==> config.mk <==
export PLATFORM = sky130hd
export DESIGN_NAME = obi_mmap_decoder
export DESIGN_NICKNAME = d
export VERILOG_FILES = /design/src/rtl/obi_mmap_decoder.sv
export SDC_FILE = /design/constraint.sdc
export NUM_CORES = 1
export LEC_CHECK = 0
export BUFFER_PORTS_ARGS = -buffer_cell sky130_fd_sc_hd__buf_2
export CAP_MARGIN = 15
export CORE_AREA = 2 2 143 145
export DETAILED_ROUTE_END_ITERATION = 6
export DIE_AREA = 0 0 145 147
export GPL_TIMING_DRIVEN = 1
export PLACE_DENSITY = 0.48
export SLEW_MARGIN = 5
export SYNTH_ARGS = -nofsm -noshare
export SYNTH_HDL_FRONTEND = slang
export SYNTH_SLANG_ARGS = --single-unit
==> constraint.sdc <==
create_clock -name clk_i -period 2.75 [get_ports clk_i]
set_clock_uncertainty 0.1 [all_clocks]
set_input_delay 0 -clock clk_i [delete_from_list [all_inputs] [get_ports clk_i]]
set_output_delay 0 -clock clk_i [all_outputs]
set_load 0.02 [all_outputs]
==> src/rtl/obi_mmap_decoder.sv <==
// OBI single-master to multi-slave address decoder with in-order response routing.
// Unmapped requests complete on an internal error slave and are counted.
module obi_mmap_decoder #(
    parameter int unsigned MAX_OUTSTANDING = 2,
    parameter logic [31:0] ERR_RDATA       = 32'hBADC_AB1E
) (
    input  logic         clk_i,
    input  logic         rst_i,
    input  logic         m_req_i,
    output logic         m_gnt_o,
    input  logic [31:0]  m_addr_i,
    input  logic         m_we_i,
    input  logic [3:0]   m_be_i,
    input  logic [31:0]  m_wdata_i,
    output logic         m_rvalid_o,
    output logic [31:0]  m_rdata_o,
    output logic         m_err_o,
    output logic [4:0]   s_req_o,
    output logic [31:0]  s_addr_o,
    output logic         s_we_o,
    output logic [3:0]   s_be_o,
    output logic [31:0]  s_wdata_o,
    input  logic [4:0]   s_gnt_i,
    input  logic [4:0]   s_rvalid_i,
    input  logic [159:0] s_rdata_i,
    input  logic [4:0]   s_err_i,
    output logic [15:0]  dec_err_cnt_o
);

    localparam logic [2:0] TGT_ERR = 3'd5;
    localparam logic [1:0] LAST_PTR = 2'(MAX_OUTSTANDING - 1);
    localparam logic [2:0] MAX_CNT = 3'(MAX_OUTSTANDING);

    logic [2:0]  r_fifo [4];
    logic [1:0]  r_wr_ptr;
    logic [1:0]  r_rd_ptr;
    logic [2:0]  r_count;
    logic [2:0]  r_last;
    logic [15:0] r_err_cnt;

    logic [2:0]  w_tgt;
    logic [2:0]  w_head;
    logic        w_issue;
    logic        w_slv_gnt;
    logic        w_push;
    logic        w_pop;

    always_comb begin
        w_tgt = TGT_ERR;
        if (m_addr_i <= 32'h003F_FFFF)
            w_tgt = 3'd0;
        else if (m_addr_i >= 32'h1A00_0000 && m_addr_i <= 32'h1A0F_FFFF)
            w_tgt = 3'd1;
        else if (m_addr_i >= 32'h1A10_0000 && m_addr_i <= 32'h1A11_0FFF)
            w_tgt = 3'd2;
        else if (m_addr_i >= 32'h1A33_0000 && m_addr_i <= 32'h1A33_000F)
            w_tgt = 3'd3;
        else if (m_addr_i >= 32'h1A44_0000 && m_addr_i <= 32'h1A44_0003)
            w_tgt = 3'd4;
    end

    // Only one target may be in flight at a time so responses stay ordered.
    assign w_issue = !rst_i && (r_count < MAX_CNT)
                   && (r_count == 3'd0 || w_tgt == r_last);

    always_comb begin
        s_req_o   = '0;
        w_slv_gnt = 1'b0;
        for (int k = 0; k < 5; k++) begin
            if (w_tgt == 3'(k)) begin
                s_req_o[k] = m_req_i & w_issue;
                w_slv_gnt  = s_gnt_i[k];
            end
        end
        if (w_tgt == TGT_ERR)
            w_slv_gnt = 1'b1;
    end

    assign m_gnt_o = m_req_i & w_issue & w_slv_gnt;
    assign w_push  = m_gnt_o;

    assign s_addr_o  = m_addr_i;
    assign s_we_o    = m_we_i;
    assign s_be_o    = m_be_i;
    assign s_wdata_o = m_wdata_i;

    always_comb begin
        w_head     = r_fifo[r_rd_ptr];
        m_rvalid_o = 1'b0;
        m_rdata_o  = '0;
        m_err_o    = 1'b0;
        if (r_count != 3'd0 && !rst_i) begin
            if (w_head == TGT_ERR) begin
                m_rvalid_o = 1'b1;
                m_rdata_o  = ERR_RDATA;
                m_err_o    = 1'b1;
            end else begin
                for (int k = 0; k < 5; k++) begin
                    if (w_head == 3'(k) && s_rvalid_i[k]) begin
                        m_rvalid_o = 1'b1;
                        m_rdata_o  = s_rdata_i[32*k +: 32];
                        m_err_o    = s_err_i[k];
                    end
                end
            end
        end
    end

    assign w_pop = m_rvalid_o;

    always_ff @(posedge clk_i) begin
        if (rst_i) begin
            for (int i = 0; i < 4; i++)
                r_fifo[i] <= '0;
            r_wr_ptr  <= '0;
            r_rd_ptr  <= '0;
            r_count   <= '0;
            r_last    <= '0;
            r_err_cnt <= '0;
        end else begin
            if (w_push) begin
                r_fifo[r_wr_ptr] <= w_tgt;
                r_wr_ptr <= (r_wr_ptr == LAST_PTR) ? 2'd0 : r_wr_ptr + 2'd1;
                r_last   <= w_tgt;
                if (w_tgt == TGT_ERR && r_err_cnt != 16'hFFFF)
                    r_err_cnt <= r_err_cnt + 16'd1;
            end
            if (w_pop)
                r_rd_ptr <= (r_rd_ptr == LAST_PTR) ? 2'd0 : r_rd_ptr + 2'd1;
            if (w_push && !w_pop)
                r_count <= r_count + 3'd1;
            else if (!w_push && w_pop)
                r_count <= r_count - 3'd1;
        end
    end

    assign dec_err_cnt_o = r_err_cnt;

endmodule

==> flow_summary.yaml <==
synthesis:
  ys_types: 57
  synth_top_family_by_area: "compound AO/OA/AOI/OAI gates"
  synth_compound_area_frac: 0.307
  ys.flop_type: "dfxtp_1"
  synthAdderAreaFrac: 0.0116
  synth_edf_count: 12
  syn_nets: 753
  yosysSeqAreaShare: 0.236
  ys_seq_elements: 40
  synthSimpleGateAreaFrac: 0.236
  yosys.area_share.xor_xnor: 0.00674
  synthCells: 503
  yosysWarningCount: 0
  syn_area_mm2: 0.00390
  syn_avg_cell_area_um2: 7.75
  async_flop_share: 0
  synthMuxAreaShare: 0.0254
setup_path:
  path_delay_family: "simple AND/OR/NAND/NOR gates"
  critical_path_class: "reg -> reg"
  path_cells: "mux4_2 -> and3b_2 -> a31oi_2 -> nand3b_1 -> o21ai_4 -> ha_4 -> inv_2 -> fa_2 -> xor2_1 -> or3_1 -> a21oi_1"
  max_stage_delay_ns: 0.51
  arrival_ns: 3.04
  critPathLaunchType: "flop"
  slowest_stage: "mux4_2"
  crit_buf_inv: 1
  required_ns: 2.86
  cp_max_fo: 3
  setup.worst_path.end_class: "flop"
cts:
  cts-buffers-inserted: 5
  path_clk_slew_ns: 0.06
  htree_levels: 2
  clockRootBuffer: "clkbuf_16"
  clkSinkCount: 40
  clock_path_buffers: 2
  clk_latency_ns: 0.28
  cts_tree: "yes"
placement:
  dp.cells: 1019
  place_area_mm2: 0.00561
  dpl.hpwl_um: 14400
  io_buffer_count: 293
  finalWeightedCongestion: 0.804
power:
  total_power_uw: 4000
  irDropWorstVdd_v: 0.000320
  pwr_density_cell_mw_per_mm2: 595
  p_leak_uw: 0.00296
floorplanning:
  die_y_um: 147
  dieArea_mm2: 0.0213
  pin_count: 372
  die_w_um: 145
  initial_core_util: 0.196
  core_area_mm2: 0.0198
  placementRows: 52
final_layout:
  final_cell_mix: "buf_2 (260), buf_4 (88), nand2_1 (45), a21oi_1 (39), dlygate4sd3_1 (39)"
  stdcell_area_mm2: 0.00672
  nets: 1061
  drive_gt1_frac: 0.536
  syn_to_final_growth_pct: 72.4
  finalNonFillerCells: 1083
  layout_commonest_cell: "buf_2"
global_routing:
  grt_overflow_total: 0
  grt_pass1_wl_um: 27600
  antenna_found_initial: 2
  grt_max_degree: 54
  track_usage: 0.160
  grt_pass1_vias: 4986
sta:
  rsz0062_at_grt: "yes"
  layout_min_cycle_time_ns: 2.94
  timing.fmax_mhz: 341
  holdWs_ns: 0.0854
  post-route-period-util: 1.07
  tightest_slew_ns: 0.658
  setup_ws_ns: -0.185
  setup_viol_count_final: 33
  maxSlewViolCount: 0
  setup_tns_ns: -2.42
  max_slew_margin: 0.561
  hold_violations: 0
drt:
  postRouteAntennaNets: 0
  viasPerCell: 4.83
  via_count: 5227
  wl_per_cell_um: 17.2
  firstDrtPassIters: 6
  drc: 0
  wirelength_um: 18600
  drtIter0Drc: 352
run_status:
  violations: "setup timing"
  outcome: "finished with violations"
min_path:
  hold_path_class: "in -> reg"
flow_run:
  drv_cap: 0
## state kept, by name, indices dropped and copies added (netlist names), named ones only
register,cells
dec_err_cnt_o,16
r_fifo,12
r_count,3
r_last,3
r_rd_ptr,2
r_wr_ptr,2
## synthesized netlist by cell type (6+ instances only)
| library cell | number | area (µm²) |
|---|---|---|
| or4_1 | 11 | 82.6 |
| nand3_1 | 11 | 55.1 |
| a222oi_1 | 20 | 200 |
| nor3_1 | 12 | 60.1 |
| edfxtp_1 | 12 | 360 |
| inv_1 | 6 | 22.5 |
| nor2_1 | 17 | 63.8 |
| o31ai_1 | 12 | 90.1 |
| clkbuf_1 | 35 | 131 |
| a21oi_1 | 49 | 245 |
| nand2_1 | 46 | 173 |
| dfxtp_1 | 28 | 561 |
| o221ai_1 | 13 | 114 |
| o21ai_0 | 51 | 255 |
| buf_4 | 69 | 518 |
| a221o_1 | 14 | 140 |
| nand4_1 | 13 | 81.3 |
## area by class of cell
type                       count  area, µm²
multi-input combinational    349       2520
antenna                        1       2.50
sequential                    40        925
tap                          270        338
clock buffer                   5        125
inverter                       6       27.5
clock inverter                 3       46.3
fill                        2114      13100
timing repair buffer         409       2740
## worst min-delay path: stages
cell and delay, ns:
buf_2 0.09, inv_1 0.05, buf_4 0.17, o21a_1 0.11
## cells by family after synthesis
| logic type | after synthesis |
|---|---|
| and+or+nand+nor | 159 |
| buffers and inverters | 114 |
| adders and majority gates | 3 |
| AOI/OAI and AO/OA | 178 |
| muxes | 6 |
| DFF | 40 |
| xor gates and xnor gates | 3 |
## through the flow
step                      worst slack (ns)   util
after floorplan                     -0.135      -
after global placement              -0.302  0.283
after detailed placement            -0.339  0.283
after CTS                           -0.187  0.329
after global routing                -0.298  0.339
final                               -0.185  0.339
## path summary, 6_finish.rpt
check / to / start / slack [ns] / cells after the start
max: r_count[2] / flop / -0.19 / 11
min: dec_err_cnt_o[12] / rst_i / 0.09 / 4
min reg2reg: r_rd_ptr[1] / r_rd_ptr[1] / 0.34 / 2
max reg2reg: r_count[2] / flop / -0.19 / 11
## layer usage
metal	GRT usage	up-vias	wire length (µm)	part of all wire
li1	-	2518	-	-
met1	0.203	2397	7580	0.41
met2	0.274	271	9140	0.49
met3	0.0295	39	1330	0.071
met4	0.0579	2	586	0.031
met5	0	-	10	0.00054
## power by group
group	leakage [µW]	internal [µW]	switching, µW	total, µW
Clock	0.0000804	431	239	670
Sequential	0.000352	701	59.0	760
Combinational	0.00253	1200	1370	2570
Total	0.00296	2330	1670	4000
## repair_timing
action,in CTS,in global routing
setup endpoints to repair,35,35
resized for setup,69,41
hold buffers,39,0
endpoints found under the hold margin,39,0
gates cloned,3,2
pin swaps,16,26
setup buffers,8,6
Note: power is estimated with default switching activity, not from simulation.
